<file path="src/rtl/btn_dir_conditioner_pkg.sv">
// Shared direction encoding for the button conditioner, ghost control and position update.
// Directions are 4-bit one-hot: bit3=up, bit2=down, bit1=left, bit0=right.
package btn_dir_conditioner_pkg;

  localparam int unsigned NumBtns = 4;

  localparam int unsigned BitUp    = 3;
  localparam int unsigned BitDown  = 2;
  localparam int unsigned BitLeft  = 1;
  localparam int unsigned BitRight = 0;

  localparam logic [NumBtns-1:0] DIR_NONE  = 4'b0000;
  localparam logic [NumBtns-1:0] DIR_UP    = 4'b1000;
  localparam logic [NumBtns-1:0] DIR_DOWN  = 4'b0100;
  localparam logic [NumBtns-1:0] DIR_LEFT  = 4'b0010;
  localparam logic [NumBtns-1:0] DIR_RIGHT = 4'b0001;

  // Highest-priority pressed direction (up > down > left > right); keeps cur when nothing pressed.
  function automatic logic [NumBtns-1:0] dir_select(input logic [NumBtns-1:0] press,
                                                    input logic [NumBtns-1:0] cur);
    logic [NumBtns-1:0] dir;
    if (press[BitUp]) begin
      dir = DIR_UP;
    end else if (press[BitDown]) begin
      dir = DIR_DOWN;
    end else if (press[BitLeft]) begin
      dir = DIR_LEFT;
    end else if (press[BitRight]) begin
      dir = DIR_RIGHT;
    end else begin
      dir = cur;
    end
    return dir;
  endfunction

endpackage

</file>
<file path="src/rtl/btn_dir_conditioner_if.sv">
// Button inputs and conditioned direction outputs of the button conditioner.
// The conditioner sits on the slave side; the button/board side drives the master side.
interface btn_dir_conditioner_if;
  import btn_dir_conditioner_pkg::*;

  logic                rbtn;
  logic                lbtn;
  logic                ubtn;
  logic                dbtn;
  logic [NumBtns-1:0]  btn_press;
  logic [NumBtns-1:0]  move_dir;
  logic                move_tick;

  modport master (
    output rbtn, lbtn, ubtn, dbtn,
    input  btn_press, move_dir, move_tick
  );

  modport slave (
    input  rbtn, lbtn, ubtn, dbtn,
    output btn_press, move_dir, move_tick
  );

endinterface

</file>
<file path="src/rtl/btn_debounce.sv">
// One push-button channel: 2-flop synchronizer, counting debouncer and rising-edge pulse.
// The stable level flips only after DEBOUNCE_CYCLES consecutive cycles of disagreement.
module btn_debounce #(
  parameter int unsigned DEBOUNCE_CYCLES = 1000000
) (
  input  logic clk,
  input  logic rst,
  input  logic btn_raw,
  output logic btn_press
);

  localparam int unsigned     CntW    = (DEBOUNCE_CYCLES > 1) ? $clog2(DEBOUNCE_CYCLES) : 1;
  localparam logic [CntW-1:0] CntLast = CntW'(DEBOUNCE_CYCLES - 1);

  logic            sync1_q;
  logic            sync2_q;
  logic            stable_q;
  logic            stable_d;
  logic            stable_dly_q;
  logic            press_q;
  logic [CntW-1:0] cnt_q;
  logic [CntW-1:0] cnt_d;

  // Counter never passes CntLast: reaching it with the input still different flips the level.
  always_comb begin
    stable_d = stable_q;
    cnt_d    = '0;
    if (sync2_q != stable_q) begin
      if (cnt_q == CntLast) begin
        stable_d = ~stable_q;
      end else begin
        cnt_d = cnt_q + 1'b1;
      end
    end
  end

  always_ff @(posedge clk) begin
    if (rst) begin
      sync1_q      <= 1'b0;
      sync2_q      <= 1'b0;
      stable_q     <= 1'b0;
      stable_dly_q <= 1'b0;
      cnt_q        <= '0;
      press_q      <= 1'b0;
    end else begin
      sync1_q      <= btn_raw;
      sync2_q      <= sync1_q;
      stable_q     <= stable_d;
      stable_dly_q <= stable_q;
      cnt_q        <= cnt_d;
      press_q      <= stable_q & ~stable_dly_q;
    end
  end

  assign btn_press = press_q;

endmodule

</file>
<file path="src/rtl/btn_dir_conditioner.sv">
// Debounces four direction buttons and turns presses into a latched move direction
// that is applied to the output only on periodic move ticks.
module btn_dir_conditioner
  import btn_dir_conditioner_pkg::*;
#(
  parameter int unsigned DEBOUNCE_CYCLES = 1000000,
  parameter int unsigned TICK_DIV        = 1666667
) (
  input  logic                  clk,
  input  logic                  rst,
  btn_dir_conditioner_if.slave  bus
);

  localparam int unsigned      TickW    = (TICK_DIV > 1) ? $clog2(TICK_DIV) : 1;
  localparam logic [TickW-1:0] TickLast = TickW'(TICK_DIV - 1);

  logic [NumBtns-1:0] btn_raw;
  logic [NumBtns-1:0] btn_press;
  logic [NumBtns-1:0] pending_q;
  logic [NumBtns-1:0] pending_d;
  logic [NumBtns-1:0] move_dir_q;
  logic [NumBtns-1:0] move_dir_d;
  logic [TickW-1:0]   tick_cnt_q;
  logic [TickW-1:0]   tick_cnt_d;
  logic               move_tick;

  assign btn_raw[BitUp]    = bus.ubtn;
  assign btn_raw[BitDown]  = bus.dbtn;
  assign btn_raw[BitLeft]  = bus.lbtn;
  assign btn_raw[BitRight] = bus.rbtn;

  for (genvar i = 0; i < NumBtns; i++) begin : g_btn
    btn_debounce #(
      .DEBOUNCE_CYCLES (DEBOUNCE_CYCLES)
    ) u_debounce (
      .clk       (clk),
      .rst       (rst),
      .btn_raw   (btn_raw[i]),
      .btn_press (btn_press[i])
    );
  end

  assign move_tick = (tick_cnt_q == TickLast);

  always_comb begin
    tick_cnt_d = move_tick ? '0 : tick_cnt_q + 1'b1;
    pending_d  = dir_select(btn_press, pending_q);
    // A press arriving in the tick cycle is applied at that same tick.
    move_dir_d = move_tick ? pending_d : move_dir_q;
  end

  always_ff @(posedge clk) begin
    if (rst) begin
      tick_cnt_q <= '0;
      pending_q  <= DIR_NONE;
      move_dir_q <= DIR_NONE;
    end else begin
      tick_cnt_q <= tick_cnt_d;
      pending_q  <= pending_d;
      move_dir_q <= move_dir_d;
    end
  end

  assign bus.btn_press = btn_press;
  assign bus.move_dir  = move_dir_q;
  assign bus.move_tick = move_tick;

endmodule

</file>
<file path="src/flat_wrapper.sv">
// flat-port wrapper written by rule: the top's interface ports become plain ports
module btn_dir_conditioner_flat import btn_dir_conditioner_pkg::*;
#(
  parameter int unsigned DEBOUNCE_CYCLES = 1000000,
  parameter int unsigned TICK_DIV        = 1666667
)
  (clk, rst, bus_rbtn, bus_lbtn, bus_ubtn, bus_dbtn, bus_btn_press, bus_move_dir, bus_move_tick);
  btn_dir_conditioner_if bus_i ();
  input  logic clk;
  input  logic rst;
  input wire logic [$bits(bus_i.rbtn)-1:0] bus_rbtn;
  input wire logic [$bits(bus_i.lbtn)-1:0] bus_lbtn;
  input wire logic [$bits(bus_i.ubtn)-1:0] bus_ubtn;
  input wire logic [$bits(bus_i.dbtn)-1:0] bus_dbtn;
  output wire logic [$bits(bus_i.btn_press)-1:0] bus_btn_press;
  output wire logic [$bits(bus_i.move_dir)-1:0] bus_move_dir;
  output wire logic [$bits(bus_i.move_tick)-1:0] bus_move_tick;
  assign bus_i.rbtn = bus_rbtn;
  assign bus_i.lbtn = bus_lbtn;
  assign bus_i.ubtn = bus_ubtn;
  assign bus_i.dbtn = bus_dbtn;
  assign bus_btn_press = bus_i.btn_press;
  assign bus_move_dir = bus_i.move_dir;
  assign bus_move_tick = bus_i.move_tick;
  btn_dir_conditioner #(.DEBOUNCE_CYCLES(DEBOUNCE_CYCLES), .TICK_DIV(TICK_DIV)) u_core (.clk(clk), .rst(rst), .bus(bus_i));
endmodule
</file>
<file path="config.mk">
export PLATFORM = sky130hd
export DESIGN_NAME = btn_dir_conditioner_flat
export DESIGN_NICKNAME = d
export VERILOG_FILES = /design/src/rtl/btn_dir_conditioner_pkg.sv /design/src/rtl/btn_dir_conditioner_if.sv /design/src/rtl/btn_debounce.sv /design/src/rtl/btn_dir_conditioner.sv /design/src/flat_wrapper.sv
export SDC_FILE = /design/constraint.sdc
export NUM_CORES = 1
export LEC_CHECK = 0
export CORE_MARGIN = 2
export CORE_UTILIZATION = 50
export CTS_CLUSTER_SIZE = 20
export DETAILED_ROUTE_END_ITERATION = 8
export PLACE_DENSITY = 0.69
export SLEW_MARGIN = 20
export SYNTH_ARGS = -nofsm -noshare
export SYNTH_HDL_FRONTEND = slang
export SYNTH_SLANG_ARGS = --single-unit
</file>
<file path="constraint.sdc">
create_clock -name clk -period 2.3 [get_ports clk]
set_input_delay 0.69 -clock clk [delete_from_list [all_inputs] [get_ports clk]]
set_output_delay 0.69 -clock clk [all_outputs]
set_load 0.01 [all_outputs]
</file>
* After elaboration in Yosys (flattened, before gate mapping)
Cells that the tools add are included.
** Word-level totals
- Bits in registers :: 129
- Output and inout bits :: 9
** Operators by class
- Muxes and demuxes :: 4
- Reduce and logical (&&, ||, !) cells :: 9
- Equality and inequality tests :: 9
- Bitwise operators :: 16
- $add $sub $neg :: 5
** Operators with widths (count)
- 20-bit by 1-bit adder with 20-bit output (second input constant) :: 4
- 20-bit == test (second input constant) :: 4
- 21-bit by 1-bit adder with 21-bit output (second input constant) :: 1
- 21-bit == test (second input constant) :: 1
- 4-bit two-way mux :: 4
- 1-bit inverter :: 12
- 3-bit OR reduction :: 4
- 2-bit AND reduction :: 4
- 1-bit AND :: 4
- 1-bit != test :: 4
- 2-bit OR reduction :: 1

* Depth between registers and ports, before layout
- Depth after elaboration :: 4
- Gate-level depth with buffers :: 6

* Cells and area by module
From an unflattened synthesis, not the netlist that was laid out.
** Second synthesis, totals
- Cells, all modules :: 610
- Area, all modules :: 5626.6 µm²
** By module, submodules not included
- btn_debounce :: area each 1062.3 µm², cells an instance 115, instances 4
- btn_dir_conditioner :: area each 1377.6 µm², cells an instance 150, instances 1

* Worst setup path after synthesis
OpenSTA, ideal clock, no wires.
- Path kind :: register to output
- Start point :: register u_core.tick_cnt_q[10]
- End point :: output bus_move_tick
- Setup slack :: 0.212 ns
- Arrival time :: 1.398 ns
- Required time :: 1.610 ns
- Path buffers :: 0
- Stages on the path, launching flop included :: 4
- Cells stage by stage :: dfxtp_1 -> nand2_1 -> or4_1 -> nor4_1
** Between the ends
- Word-level cells in the longest chain between the ends :: 1
** RTL lines
- from (decl) :: RTL line btn_dir_conditioner.sv:23 : logic [TickW-1:0] tick_cnt_q;
- from (signal assigned) :: RTL line btn_dir_conditioner.sv:58 : tick_cnt_q <= tick_cnt_d;
- 21-bit == test :: RTL line btn_dir_conditioner.sv:43 : assign move_tick = (tick_cnt_q == TickLast);
- to (decl) :: RTL line flat_wrapper.sv:17 : output wire logic [$bits(bus_i.move_tick)-1:0] bus_move_tick;
No other way between the ends.

* Final worst setup path
- Start point :: register u_core.tick_cnt_q[12]
- End point :: output bus_move_tick
Same word-level chain as after synthesis.

==> impl_metrics.json <==
{
  "cap_violations": 0,
  "yosysSeqAreaShare_pct": 46.9,
  "chipHeight_um": 109,
  "hold_viol_final": 0,
  "min_path_type": "register to register",
  "netlist_instances": 615,
  "via_per_inst": 5.43,
  "worst_hold_startpoint": "u_core.g_btn[0].u_debounce.stable_dly_q",
  "worstSetupEndpointType": "output pin",
  "syn_nets": 627,
  "wl_um": 10600,
  "power_mw": 4.95,
  "synthFlopType": "dfxtp_1",
  "avgSynthCellArea_sq_um": 8.96,
  "yosys.area.top_type": "dfxtp_1",
  "drive_gt1_share_pct": 12.3,
  "design_area_sq_um": 6610,
  "cp_max_fo": 2,
  "place_area_sq_um": 5970,
  "synth_top_area_share_pct": 46.9,
  "setup_viol": 1,
  "clock-root-buffer": "clkbuf_8",
  "drv_slew": 0,
  "min_path_cells": 1,
  "ioPinCount": 15,
  "cp.arrival_ns": 1.73,
  "grt_overflow": 0,
  "slew_headroom_pct": 69.2,
  "fmax_mhz": 413,
  "routedWlPerCell_um": 13.0,
  "hold_buffers": 0,
  "synth_common_cells": "129 x dfxtp_1, 76 x nor2_1, 36 x a21oi_1, 35 x xnor2_1, 33 x nand2_1",
  "tritoncts": "yes",
  "r2r_setup_slack_ns": 0.23,
  "fin_ws_ns": -0.124,
  "initial_utilization_pct": 51.0,
  "gp_congestion": 0.802,
  "violations": "negative setup slack",
  "multiInputGateArea_sq_um": 2750,
  "ant_nets": 0,
  "cts-buffers-inserted": 17,
  "status": "finished with violations",
  "yosysWarnings": 0,
  "synth_cell_types": 43,
  "die_w_um": 109,
  "rsz0062_at_grt": "true",
  "ir_drop_uv": 851,
  "n_fill_cell": 905,
  "grt_max_degree": 21,
  "drt_iter0_markers": 331,
  "synth_top_cells_by_area": "dfxtp_1 47%, xnor2_1 5.6%, nor2_1 5.2%",
  "r2r_end": "u_core.tick_cnt_q[12]",
  "post-route-period-util_pct": 105,
  "finalCriticalPeriod_ns": 2.42,
  "cts_max_path_buffers": 2,
  "grtUsageTotal_pct": 19.4,
  "n_antenna_cell": 0,
  "core_sq_um": 10800,
  "antenna_found_initial": 0,
  "seq_area_sq_um": 2590,
  "netlist_area_sq_um": 5510,
  "hold_end": "u_core.g_btn[0].u_debounce.btn_press",
  "r2r_cells": 8,
  "drc": 0,
  "core.rowCount": 38,
  "path_class": "register to output pin",
  "vias": 4425,
  "clock_latency_ns": 0.52,
  "place_hpwl_um": 7220,
  "area_growth_pct": 19.9,
  "port_buffers": 14,
  "dr.pass1.iters": 4,
  "clkSlewWorstSetupHoldPaths_ns": 0.06,
  "p_leak_nw": 2.15,
  "synth_edf_count": 0,
  "finalSetupTns_ns": -0.124,
  "grt_pass1_wl_um": 18400,
  "start_kind": "register",
  "cts_max_level": 4,
  "dieArea_sq_um": 11900,
  "detailedPlace.worstSlack_ns": -0.133,
  "synthMostInstantiatedCell": "dfxtp_1",
  "required_ns": 1.61,
  "grt_pass1_vias": 4172,
  "yosys_register_bits": 129,
  "power_density_nw_per_um2": 750,
  "cts.sinks": 129,
  "skew_ns": 0.00903,
  "synthArstFlopShare_pct": 0,
  "reg2reg_from": "u_core.tick_cnt_q[12]",
  "tightestPinTransition_ns": 0.455,
  "layout.nets": 674
}
## worst max-delay path, cell delays in order, from the launching register on
cell and delay (ns):
dfxtp_2 0.33, nor4b_4 0.30, nand4_1 0.19, nor4_2 0.23
buf_2 0.17
## power by group
part	leakage, nW	total (mW)	switching [mW]	internal, mW
clock	0.285	2.63	0.928	1.70
combinational	0.826	0.0684	0.0381	0.0303
sequential	1.04	2.26	0.00907	2.25
## how the worst max path moves through the flow
stage,startpoint,endpoint,slack (ns),cells past startpoint
global placement,u_core.tick_cnt_q[11],bus_move_tick,-0.11,4
floorplan,u_core.tick_cnt_q[10],bus_move_tick,0.21,3
CTS,u_core.tick_cnt_q[14],bus_move_tick,-0.14,4
global route,u_core.tick_cnt_q[12],bus_move_tick,-0.21,4
finish,u_core.tick_cnt_q[12],bus_move_tick,-0.12,4
detailed placement,u_core.tick_cnt_q[11],bus_move_tick,-0.13,4
## per-stage QoR
stage / instances / utilization (%) / hold slack (ns)
after CTS: 814 / 61.2 / 0.382
after detailed placement: 780 / 55.3 / 0.374
final: 815 / 61.2 / 0.380
after global placement: 780 / 55.3 / 0.372
after global routing: 815 / 61.2 / 0.391
after floorplan: 615 / - / 0.367
## flip-flops by register name, indices dropped and copies added, names as in the netlist
name                                  count
u_core.bus.move_dir                       4
u_core.g_btn.u_debounce.btn_press         4
u_core.g_btn.u_debounce.cnt_q            80
u_core.g_btn.u_debounce.stable_dly_q      4
u_core.g_btn.u_debounce.stable_q          4
u_core.g_btn.u_debounce.sync1_q           4
u_core.g_btn.u_debounce.sync2_q           4
u_core.pending_q                          4
u_core.tick_cnt_q                        21
## per-layer routing
layer	GRT usage [%]	share of wire, %
met4	5.95	0.32
met2	31.6	48
met3	6.81	3.5
met5	0	0
met1	24.2	48
## cell usage in the layout (no fill, tap or decap), types with 3 or more instances in the layout
master             n
nor2_1            76
or2_2              3
a21oi_1           36
clkbuf_1           3
inv_1             26
nor3_1            10
xor2_1            29
clkdlybuf4s50_1   13
clkbuf_8           3
ha_1               6
and4_1             8
nor4b_1            3
bufinv_16          3
clkinv_2           4
nand4b_1           3
o31ai_1           17
nand4_1           19
buf_4             34
dfxtp_1          124
or3_1             24
dfxtp_2            5
o21ai_0           19
nand2_1           32
nand3_1           31
xnor2_1           35
a2bb2oi_1          4
clkbuf_16         16
or4_1             21
nor2b_1           19
nor4_1            13
and3_1             8
## logic make-up after synthesis
| kind of cell | Yosys count | synth area share [%] |
|---|---|---|
| AO/OA/AOI/OAI | 82 | 9.31 |
| buffers and inverters | 47 | 3.72 |
| XOR/XNOR | 64 | 10.2 |
| flip-flops | 129 | 46.9 |
| adder cells (fa/ha/maj) | 6 | 1.36 |
| AND/OR/NAND/NOR | 287 | 28.5 |
## final cells by class
| cell class | count | area share [%] |
|---|---|---|
| inverters | 26 | 1.48 |
| multi-input cells | 439 | 41.6 |
| well taps | 140 | 2.65 |
| clock inverters | 10 | 2.03 |
| clock buffers | 22 | 6.85 |
| repair buffers | 49 | 6.21 |
| flip-flops and latches | 129 | 39.2 |
## what timing repair did
| item | CTS | global route |
|---|---|---|
| setup endpoints to repair | 1 | 1 |
| pin swaps | 4 | 1 |
| gates resized for setup | 14 | 0 |
| buffers inserted | 2 | 1 |
(Power assumes the default switching activity.)
